## src/rtl/mult_ctrl_if.sv

```systemverilog
// Handshake and datapath-strobe bundle between mult_ctrl and the multiplier datapath.
// MULT_CTRL_PERF_CNT_EN adds the cyc_cnt cycle counter output.
interface mult_ctrl_if;
    logic        start;
    logic        zero;
    logic        ld_a;
    logic        ld_b;
    logic        ld_p;
    logic        cr_p;
    logic        dc_b;
    logic        busy;
    logic        done;
    logic        err;
`ifdef MULT_CTRL_PERF_CNT_EN
    logic [15:0] cyc_cnt;
`endif

    modport master (
        input  start,
        input  zero,
        output ld_a,
        output ld_b,
        output ld_p,
        output cr_p,
        output dc_b,
        output busy,
        output done,
        output err
`ifdef MULT_CTRL_PERF_CNT_EN
        , output cyc_cnt
`endif
    );

    modport slave (
        output start,
        output zero,
        input  ld_a,
        input  ld_b,
        input  ld_p,
        input  cr_p,
        input  dc_b,
        input  busy,
        input  done,
        input  err
`ifdef MULT_CTRL_PERF_CNT_EN
        , input cyc_cnt
`endif
    );
endinterface

```

## src/rtl/mult_ctrl.sv

```systemverilog
// Control FSM for the repeated-addition multiplier: sequences A/B load, P clear, add/decrement loop.
// Optional MULT_CTRL_PERF_CNT_EN adds a saturating busy-cycle counter (cyc_cnt).
module mult_ctrl #(
    parameter int                ZERO_LAT = 1,
    parameter int                ITER_W   = 16,
    parameter logic [ITER_W-1:0] MAX_ITER = {ITER_W{1'b1}}
) (
    input logic         clk,
    input logic         rst_n,
    mult_ctrl_if.master bus
);

    typedef enum logic [2:0] {
        S_IDLE   = 3'd0,
        S_LOAD_A = 3'd1,
        S_LOAD_B = 3'd2,
        S_CHECK  = 3'd3,
        S_ADD    = 3'd4,
        S_DONE   = 3'd5
    } state_t;

    localparam logic [1:0]        ZL       = 2'(ZERO_LAT);
    localparam logic [ITER_W-1:0] ITER_ONE = {{(ITER_W-1){1'b0}}, 1'b1};
    localparam logic [ITER_W-1:0] ITER_SAT = {ITER_W{1'b1}};

    state_t            state_q, state_d;
    logic [ITER_W-1:0] iter_q, iter_d;
    logic [1:0]        wait_q, wait_d;
    logic              err_q, err_d;
    logic              ld_a_q, ld_a_d;
    logic              ld_b_q, ld_b_d;
    logic              ld_p_q, ld_p_d;
    logic              cr_p_q, cr_p_d;
    logic              dc_b_q, dc_b_d;
    logic              busy_q, busy_d;
    logic              done_q, done_d;
`ifdef MULT_CTRL_PERF_CNT_EN
    logic [15:0]       cyc_q, cyc_d;
`endif

    // Next-state, counters and error flag
    always_comb begin
        state_d = state_q;
        iter_d  = iter_q;
        wait_d  = wait_q;
        err_d   = err_q;
        case (state_q)
            S_IDLE: begin
                if (bus.start) begin
                    state_d = S_LOAD_A;
                    iter_d  = {ITER_W{1'b0}};
                    err_d   = 1'b0;
                end else begin
                    state_d = S_IDLE;
                end
            end
            S_LOAD_A: state_d = S_LOAD_B;
            S_LOAD_B: begin
                wait_d  = 2'd0;
                state_d = S_CHECK;
            end
            S_CHECK: begin
                // wait_q only ever climbs to ZL, so != is the "still waiting" test
                if (wait_q != ZL) begin
                    wait_d = wait_q + 2'd1;
                end else if (bus.zero) begin
                    state_d = S_DONE;
                end else if (iter_q == MAX_ITER) begin
                    state_d = S_DONE;
                    err_d   = 1'b1;
                end else begin
                    state_d = S_ADD;
                end
            end
            S_ADD: begin
                if (iter_q == ITER_SAT) begin
                    iter_d = iter_q;
                end else begin
                    iter_d = iter_q + ITER_ONE;
                end
                wait_d  = 2'd0;
                state_d = S_CHECK;
            end
            S_DONE:  state_d = S_IDLE;
            default: state_d = S_IDLE;
        endcase
    end

    // Output decode of the upcoming state, so the flopped strobes line up with the state register
    always_comb begin
        ld_a_d = 1'b0;
        ld_b_d = 1'b0;
        ld_p_d = 1'b0;
        cr_p_d = 1'b0;
        dc_b_d = 1'b0;
        done_d = 1'b0;
        busy_d = (state_d != S_IDLE);
        case (state_d)
            S_LOAD_A: ld_a_d = 1'b1;
            S_LOAD_B: begin
                ld_b_d = 1'b1;
                cr_p_d = 1'b1;
            end
            S_ADD: begin
                ld_p_d = 1'b1;
                dc_b_d = 1'b1;
            end
            S_DONE:  done_d = 1'b1;
            default: ld_a_d = 1'b0;
        endcase
    end

`ifdef MULT_CTRL_PERF_CNT_EN
    // Busy-cycle counter: value in each busy cycle counts that cycle, holds through IDLE
    always_comb begin
        cyc_d = cyc_q;
        if (state_d == S_IDLE) begin
            cyc_d = cyc_q;
        end else if (state_q == S_IDLE) begin
            cyc_d = 16'd1;
        end else if (cyc_q != 16'hFFFF) begin
            cyc_d = cyc_q + 16'd1;
        end else begin
            cyc_d = cyc_q;
        end
    end
`endif

    // State, counter and output registers
    always_ff @(posedge clk or negedge rst_n) begin
        if (!rst_n) begin
            state_q <= S_IDLE;
            iter_q  <= {ITER_W{1'b0}};
            wait_q  <= 2'd0;
            err_q   <= 1'b0;
            ld_a_q  <= 1'b0;
            ld_b_q  <= 1'b0;
            ld_p_q  <= 1'b0;
            cr_p_q  <= 1'b0;
            dc_b_q  <= 1'b0;
            busy_q  <= 1'b0;
            done_q  <= 1'b0;
`ifdef MULT_CTRL_PERF_CNT_EN
            cyc_q   <= 16'd0;
`endif
        end else begin
            state_q <= state_d;
            iter_q  <= iter_d;
            wait_q  <= wait_d;
            err_q   <= err_d;
            ld_a_q  <= ld_a_d;
            ld_b_q  <= ld_b_d;
            ld_p_q  <= ld_p_d;
            cr_p_q  <= cr_p_d;
            dc_b_q  <= dc_b_d;
            busy_q  <= busy_d;
            done_q  <= done_d;
`ifdef MULT_CTRL_PERF_CNT_EN
            cyc_q   <= cyc_d;
`endif
        end
    end

    assign bus.ld_a = ld_a_q;
    assign bus.ld_b = ld_b_q;
    assign bus.ld_p = ld_p_q;
    assign bus.cr_p = cr_p_q;
    assign bus.dc_b = dc_b_q;
    assign bus.busy = busy_q;
    assign bus.done = done_q;
    assign bus.err  = err_q;
`ifdef MULT_CTRL_PERF_CNT_EN
    assign bus.cyc_cnt = cyc_q;
`endif

endmodule

```

## src/flat_wrapper.sv

```systemverilog
// flat-port wrapper written by rule: the top's interface ports become plain ports
module mult_ctrl_flat 
#(
    parameter int                ZERO_LAT = 1,
    parameter int                ITER_W   = 16,
    parameter logic [ITER_W-1:0] MAX_ITER = {ITER_W{1'b1}}
)
  (clk, rst_n, bus_start, bus_zero, bus_ld_a, bus_ld_b, bus_ld_p, bus_cr_p, bus_dc_b, bus_busy, bus_done, bus_err);
  mult_ctrl_if bus_i ();
  input logic clk;
  input logic rst_n;
  input wire logic [$bits(bus_i.start)-1:0] bus_start;
  input wire logic [$bits(bus_i.zero)-1:0] bus_zero;
  output wire logic [$bits(bus_i.ld_a)-1:0] bus_ld_a;
  output wire logic [$bits(bus_i.ld_b)-1:0] bus_ld_b;
  output wire logic [$bits(bus_i.ld_p)-1:0] bus_ld_p;
  output wire logic [$bits(bus_i.cr_p)-1:0] bus_cr_p;
  output wire logic [$bits(bus_i.dc_b)-1:0] bus_dc_b;
  output wire logic [$bits(bus_i.busy)-1:0] bus_busy;
  output wire logic [$bits(bus_i.done)-1:0] bus_done;
  output wire logic [$bits(bus_i.err)-1:0] bus_err;
  assign bus_i.start = bus_start;
  assign bus_i.zero = bus_zero;
  assign bus_ld_a = bus_i.ld_a;
  assign bus_ld_b = bus_i.ld_b;
  assign bus_ld_p = bus_i.ld_p;
  assign bus_cr_p = bus_i.cr_p;
  assign bus_dc_b = bus_i.dc_b;
  assign bus_busy = bus_i.busy;
  assign bus_done = bus_i.done;
  assign bus_err = bus_i.err;
  mult_ctrl #(.ZERO_LAT(ZERO_LAT), .ITER_W(ITER_W), .MAX_ITER(MAX_ITER)) u_core (.clk(clk), .rst_n(rst_n), .bus(bus_i));
endmodule
```

## config.mk

```make
export PLATFORM = sky130hd
export DESIGN_NAME = mult_ctrl_flat
export DESIGN_NICKNAME = d
export VERILOG_FILES = /design/src/rtl/mult_ctrl_if.sv /design/src/rtl/mult_ctrl.sv /design/src/flat_wrapper.sv
export SDC_FILE = /design/constraint.sdc
export NUM_CORES = 1
export LEC_CHECK = 0
export BUFFER_PORTS_ARGS = -buffer_cell sky130_fd_sc_hd__buf_2
export CAP_MARGIN = 10
export CORE_MARGIN = 3
export CORE_UTILIZATION = 50
export CTS_CLUSTER_DIAMETER = 150
export DETAILED_ROUTE_END_ITERATION = 7
export PLACE_DENSITY = 0.76
export RECOVER_POWER = 25
export SYNTH_ARGS = -nofsm -noshare
export SYNTH_HDL_FRONTEND = slang
export SYNTH_SLANG_ARGS = --single-unit
```

## constraint.sdc

```tcl
create_clock -name clk -period 2.5 [get_ports clk]
set_clock_uncertainty 0.1 [all_clocks]
set_input_delay 0.125 -clock clk [delete_from_list [all_inputs] [get_ports clk]]
set_output_delay 0.125 -clock clk [all_outputs]
set_load 0.01 [all_outputs]
```

==> results of run 1 <==
## through the flow
step           setup WS [ns]  cells
2_1_floorplan          0.391    147
3_3_place_gp           0.352    185
3_5_place_dp           0.304    185
4_1_cts                0.265    191
5_1_grt                0.158    191
6_report               0.267    191
## final timing paths
| check | start | endpoint | slack [ns] |
|---|---|---|---|
| max | u_core.state_q[0]$_DFF_PN0_ | u_core.iter_q[11]$_DFFE_PN0P_ | 0.27 |
| min | bus_zero | u_core.bus.err$_DFFE_PN0P_ | 0.03 |
| max reg2reg | u_core.state_q[0]$_DFF_PN0_ | u_core.iter_q[11]$_DFFE_PN0P_ | 0.27 |
| min reg2reg | u_core.wait_q[0]$_DFFE_PN0P_ | u_core.wait_q[0]$_DFFE_PN0P_ | 0.40 |
| max in group asynchronous | rst_n | u_core.bus.ld_b$_DFF_PN0_ | 0.97 |
| min in group asynchronous | rst_n | u_core.iter_q[8]$_DFFE_PN0P_ | 0.52 |
## critical path, delay by kind of cell (launching register included)
kind,cells,cell delay (ns)
DFF,1,0.40
and+or+nand+nor,3,1.51
AOI/OAI and AO/OA,1,0.15
## synth_stat cells (3+ instances only)
master	number	area, um^2
nor2_1	7	26.3
or4_1	4	30.0
dfrtp_1	27	676
mux2i_1	7	70.1
o21ai_0	8	40.0
inv_1	5	18.8
nand4_1	4	25.0
and3_1	3	18.8
nor4_1	3	18.8
clkbuf_1	6	22.5
a21oi_1	13	65.1
nand3_1	7	35.0
nand2_1	17	63.8
o31ai_1	4	30.0
## sequential cells by signal (all words and copies together) (netlist names)
name,flops
u_core.state_q,3
u_core.bus.ld_a,1
u_core.bus.ld_p,1
u_core.bus.ld_b,1
u_core.wait_q,2
u_core.bus.err,1
u_core.bus.done,1
u_core.iter_q,16
u_core.bus.busy,1
## power by group
group / leakage (nW) / switching, mW / internal [mW]
Combinational: 0.303 / 0.236 / 0.191
Sequential: 0.357 / 0.112 / 0.565
Clock: 0.0177 / 0.130 / 0.0601
Total: 0.677 / 0.478 / 0.816
## repair_timing
action,in CTS,in global routing
hold buffers,2,0
endpoints found under the hold margin,28,0
buffers inserted,0,0
## layer usage
metal / part of all wire (%) / global-route usage, %
met1: 47 / 23.0
met2: 47 / 28.5
met3: 3.2 / 2.63
met4: 2.7 / 11.3
met5: 0 / 0
## final cells by class
class	instances	area, um^2
clock buffers	3	22.5
inverters	5	18.8
multi-input cells	106	663
well taps	30	37.5
fillers	222	1030
repair buffers	19	119
flip-flops and latches	27	676
clock inverters	1	5.00
## cells by family after synthesis
logic type	Yosys count	synth area share (%)
AO/OA/AOI/OAI	34	14.9
multiplexers	7	5.00
AND/OR/NAND/NOR	63	25.6
buffers and inverters	14	4.38
adder cells (fa/ha/maj)	2	1.79
flip-flops	27	48.3
==> results.py, run 1 <==
metrics = {
    "drt": {
        "routedWlPerCell_um": 13.8,
        "drtPass1Iterations": 7,
        "drt_iter0_drc": 56,
        "postRouteAntennaNets": 0,
        "wirelength_um": 2630,
        "dr_total_vias": 1154,
        "post-route-drc-count": 0,
        "routed_via_density": 6.04,
    },
    "logic_synthesis": {
        "syn_nets": 153,
        "syn-cell-area_um2": 1400,
        "synth-async-reset-ratio_pct": 100,
        "avgSynthCellArea_um2": 9.52,
        "synth_ff_type": "dfrtp_1",
        "seq_area_frac_synth_pct": 48.3,
        "ys_ff_latch": 27,
        "synth_edf_count": 0,
        "yosysWarnings": 0,
        "synth_cells": 147,
        "yosysUniqueCellTypes": 39,
    },
    "timing": {
        "slew_viol_final": 0,
        "fin_crit_sh_pct": 89.3,
        "finalHoldViolCount": 0,
        "slew_headroom_pct": 7.60,
        "whs_ns": 0.0286,
        "min_period_ns": 2.23,
        "fmax_ghz": 0.448,
        "finalSetupViolCount": 0,
        "rsz0062_at_grt": "false",
        "tns_ns": 0,
        "tightest_slew_ns": 1.39,
    },
    "clocking": {
        "cts_tree": "built",
        "clock-sinks": 27,
        "cts_resized": 0,
        "insertion_delay_ns": 0.33,
        "htreeDepth": 1,
        "path_clk_slew_ns": 0.15,
        "cts_root_buf": "clkbuf_4",
        "cts_buffers": 3,
        "cts_buffer_depth": 2,
    },
    "power": {
        "ir_drop_uv": 497,
        "power_density_nw_per_um2": 839,
        "power.total_mw": 1.29,
        "leakage_nw": 0.677,
    },
    "worst_setup_path": {
        "cp_slowest_cell": "or4b_1",
        "path_cells": "or3b_1, or4b_1, or4_1, a21oi_1",
        "rr_worst_depth": 4,
        "critical_path_class": "register to register",
        "end_kind": "register",
        "worstPathMaxFanout": 7,
        "startpoint_type": "register",
        "slowest_delay_ns": 0.59,
        "crit_required_ns": 2.66,
        "worstPathArrival_ns": 2.39,
    },
    "cells_and_area": {
        "nets": 168,
        "mostFrequentLayoutCells": "dfrtp_1, nand2_1, a21oi_1, buf_2, o21ai_0",
        "post-route-util_pct": 60.0,
        "layout_commonest_cell": "dfrtp_1",
        "stdcell_area_um2": 1540,
        "layout-drive-gt1-share_pct": 14.3,
        "antenna_cells": 0,
        "area.growth.synth_to_final_pct": 10.1,
    },
    "die": {
        "die_area_um2": 3470,
        "num_rows": 18,
        "core_um2": 2570,
        "ios": 12,
        "start_util_pct": 54.5,
        "die_w_um": 58.9,
        "die_h_um": 58.9,
    },
    "grt": {
        "grt_max_degree": 28,
        "grt_pass1_vias": 1079,
        "globalRouteTotalUtil_pct": 18.0,
        "antenna_found_initial": 0,
        "grt_pass1_wl_um": 4670,
        "overflow": 0,
    },
    "place": {
        "gp_congestion": 0.777,
        "place.detailed.hpwl_um": 1930,
        "io_buffers": 11,
        "placed_cell_area_um2": 1500,
    },
    "worst_hold_path": {
        "min_path_type": "input port to register",
        "min_path_cells": 4,
    },
    "status": {
        "status": "complete, no violations",
    },
    "run": {
        "max_cap_violations": 0,
    },
}
Power figures use the tool's default switching activity.
==> inputs of run 2 (changes only) <==
--- a/config.mk
+++ b/config.mk
@@ -6,12 +6,13 @@
 export NUM_CORES = 1
 export LEC_CHECK = 0
 export BUFFER_PORTS_ARGS = -buffer_cell sky130_fd_sc_hd__buf_2
-export CAP_MARGIN = 10
+export CAP_MARGIN = 30
 export CORE_MARGIN = 3
 export CORE_UTILIZATION = 50
 export CTS_CLUSTER_DIAMETER = 150
 export DETAILED_ROUTE_END_ITERATION = 7
-export PLACE_DENSITY = 0.76
+export HOLD_SLACK_MARGIN = 0.06
+export PLACE_DENSITY = 0.78
 export RECOVER_POWER = 25
 export SYNTH_ARGS = -nofsm -noshare
 export SYNTH_HDL_FRONTEND = slang
==> constraint.sdc (replaced) <==
create_clock -name clk -period 1.95 [get_ports clk]
set_clock_uncertainty 0.1 [all_clocks]
set_input_delay 0.0975 -clock clk [delete_from_list [all_inputs] [get_ports clk]]
set_output_delay 0.0975 -clock clk [all_outputs]
set_load 0.01 [all_outputs]
==> run 2 against run 1 <==
  * The run now ends with negative setup slack left
  * Clock power increased by 37%
  * Final cell count increased by 10%
  * Hold slack improved by 0.39 ns
  * Count of clock-buffer cells in the layout unchanged
  * Wire length increased by 37%
  * Worst setup slack got worse by 0.49 ns
  * Total power increased by 41%
  * Global-route usage increased by 5.0 points
  * First-iteration DRC count increased by 86%
==> results.py, run 2 (synthesized netlist as in run 1, its figures left out) <==
metrics = {
    "die": {
        "core_um2": 2570,
        "start_util_pct": 54.5,
        "num_rows": 18,
        "ios": 12,
        "die_h_um": 58.9,
        "die_w_um": 58.9,
        "die_area_um2": 3470,
    },
    "cells_and_area": {
        "post-route-util_pct": 68.6,
        "layout-drive-gt1-share_pct": 28.2,
        "stdcell_area_um2": 1760,
        "mostFrequentLayoutCells": "dfrtp_1, buf_4, nand2_1, a21oi_1, buf_2",
        "antenna_cells": 0,
        "layout_commonest_cell": "dfrtp_1",
        "largest_reg_flops": 16,
        "area.growth.synth_to_final_pct": 25.7,
        "stdcell_count": 211,
        "top_regs": "u_core.iter_q: 16 flops, u_core.state_q: 3 flops, u_core.wait_q: 2 flops",
        "nets": 188,
        "nFillCells": 195,
        "max_flop_register": "u_core.iter_q",
    },
    "status": {
        "status": "finished, violations left",
        "violations": "negative setup slack",
    },
    "worst_setup_path": {
        "path_delay_family": "simple AND/OR/NAND/NOR gates",
        "startpoint_type": "register",
        "path_cells": "or3b_4, or4b_4, or4_1, a21oi_2",
        "critical_path_class": "register to register",
        "end_kind": "register",
        "worstPathMaxFanout": 4,
        "r2r-end": "u_core.iter_q[11]$_DFFE_PN0P_",
        "cp_slowest_cell": "or4b_4",
        "reg2reg_from": "u_core.state_q[0]$_DFF_PN0_",
        "path_buf_inv": 0,
        "crit_required_ns": 2.13,
        "slowest_delay_ns": 0.53,
        "rr_worst_depth": 4,
        "worstSetupStartpoint": "u_core.state_q[0]$_DFF_PN0_",
        "path_depth": 4,
        "reg2reg_slack_ns": -0.22,
        "crit_end": "u_core.iter_q[11]$_DFFE_PN0P_",
        "worstPathArrival_ns": 2.36,
    },
    "power": {
        "power_density_nw_per_um2": 1030,
        "ir_drop_uv": 989,
        "leakage_nw": 0.800,
    },
    "timing": {
        "tns_ns": -0.696,
        "min_period_ns": 2.17,
        "finalHoldViolCount": 0,
        "rsz0062_at_grt": "true",
        "slew_headroom_pct": 2.53,
        "finalSetupViolCount": 4,
        "tightest_slew_ns": 1.46,
        "fmax_ghz": 0.460,
        "timing.final.ws_setup_ns": -0.224,
        "slew_viol_final": 0,
        "fin_crit_sh_pct": 112,
    },
    "grt": {
        "gr-usage-met1_pct": 28.5,
        "globalRouteMet2Util_pct": 36.1,
        "grtUsageMet3_pct": 3.95,
        "overflow": 0,
        "grt_max_degree": 28,
        "antenna_found_initial": 0,
        "busiest_layer": "met2",
        "globalRouteTotalUtil_pct": 23.0,
        "grt_pass1_vias": 1306,
        "grt_pass1_wl_um": 5960,
    },
    "clocking": {
        "cts_tree": "built",
        "path_clk_slew_ns": 0.15,
        "cts_buffers": 3,
        "htreeDepth": 1,
        "clock-sinks": 27,
        "insertion_delay_ns": 0.35,
        "cts_buffer_depth": 2,
        "cts_root_buf": "clkbuf_4",
    },
    "place": {
        "place.detailed.hpwl_um": 2310,
        "numPlacedInstances": 197,
        "placed_cell_area_um2": 1590,
        "io_buffers": 11,
        "gp_congestion": 0.774,
    },
    "drt": {
        "routed_via_density": 6.18,
        "postRouteAntennaNets": 0,
        "drt_iter0_drc": 104,
        "wirelength_um": 3610,
        "dr_total_vias": 1305,
        "post-route-drc-count": 0,
        "drtPass1Iterations": 4,
        "routedWlPerCell_um": 17.1,
    },
    "run": {
        "max_cap_violations": 0,
    },
    "worst_hold_path": {
        "min_path_type": "register to register",
    },
}
run 2: worst min-delay path by stage:
stage | startpoint | to | slack, ns | depth (start not counted)
final | u_core.wait_q[1]$_DFFE_PN0P_ | u_core.wait_q[1]$_DFFE_PN0P_ | 0.42 | 2
after global routing | u_core.wait_q[0]$_DFFE_PN0P_ | u_core.wait_q[0]$_DFFE_PN0P_ | 0.47 | 1
after CTS | rst_n | u_core.iter_q[8]$_DFFE_PN0P_ | 0.18 | 2
after detailed placement | rst_n | u_core.iter_q[9]$_DFFE_PN0P_ | 0.03 | 1
after global placement | rst_n | u_core.iter_q[11]$_DFFE_PN0P_ | 0.03 | 1
after floorplan | rst_n | u_core.bus.busy$_DFF_PN0_ | -0.30 | 0
run 2: stage by stage:
stage	worst slack, ns	hold WS (ns)	power, mW
floorplan	-0.159	-0.298	1.24
global placement	-0.178	0.0270	1.44
detailed placement	-0.256	0.0340	1.49
CTS	-0.217	0.182	1.76
global route	-0.257	0.465	1.95
finish	-0.224	0.416	1.82
run 2: power breakdown:
group          switching [mW]  internal [mW]  total (mW)  leakage [nW]
sequential              0.127          0.724       0.851         0.357
combinational           0.381          0.325       0.707         0.430
clock                   0.182         0.0791       0.261        0.0139
total                   0.690           1.13        1.82         0.800
run 2: what timing repair did:
action                                 CTS  global route
gates resized for setup                  4             9
setup endpoints to repair                5            10
gates cloned                             0             0
endpoints found under the hold margin   32             0
pin swaps                                3             3
hold buffers                             3             0
buffers inserted                         2             5
run 2: cell type report:
cell class,count,area [um^2],share of cell area (%)
multi-input combinational,106,727,41.3
clock inverter,1,7.51,0.426
timing repair buffer,39,272,15.4
sequential,27,676,38.4
clock buffer,3,22.5,1.28
tap,30,37.5,2.13
inverter,5,18.8,1.07
run 2: worst reg2reg max path: cells and delay by family, from the launching register on:
kind / cells / cell delay (ns)
AND/OR/NAND/NOR: 3 / 1.46
flip-flops: 1 / 0.41
AO/OA/AOI/OAI: 1 / 0.14
run 2: routing by layer:
| metal | wire, um | share of wire [%] |
|---|---|---|
| met2 | 1870 | 52 |
| met3 | 134 | 3.7 |
| met5 | 0 | 0 |
| met4 | 182 | 5.0 |
| met1 | 1410 | 39 |
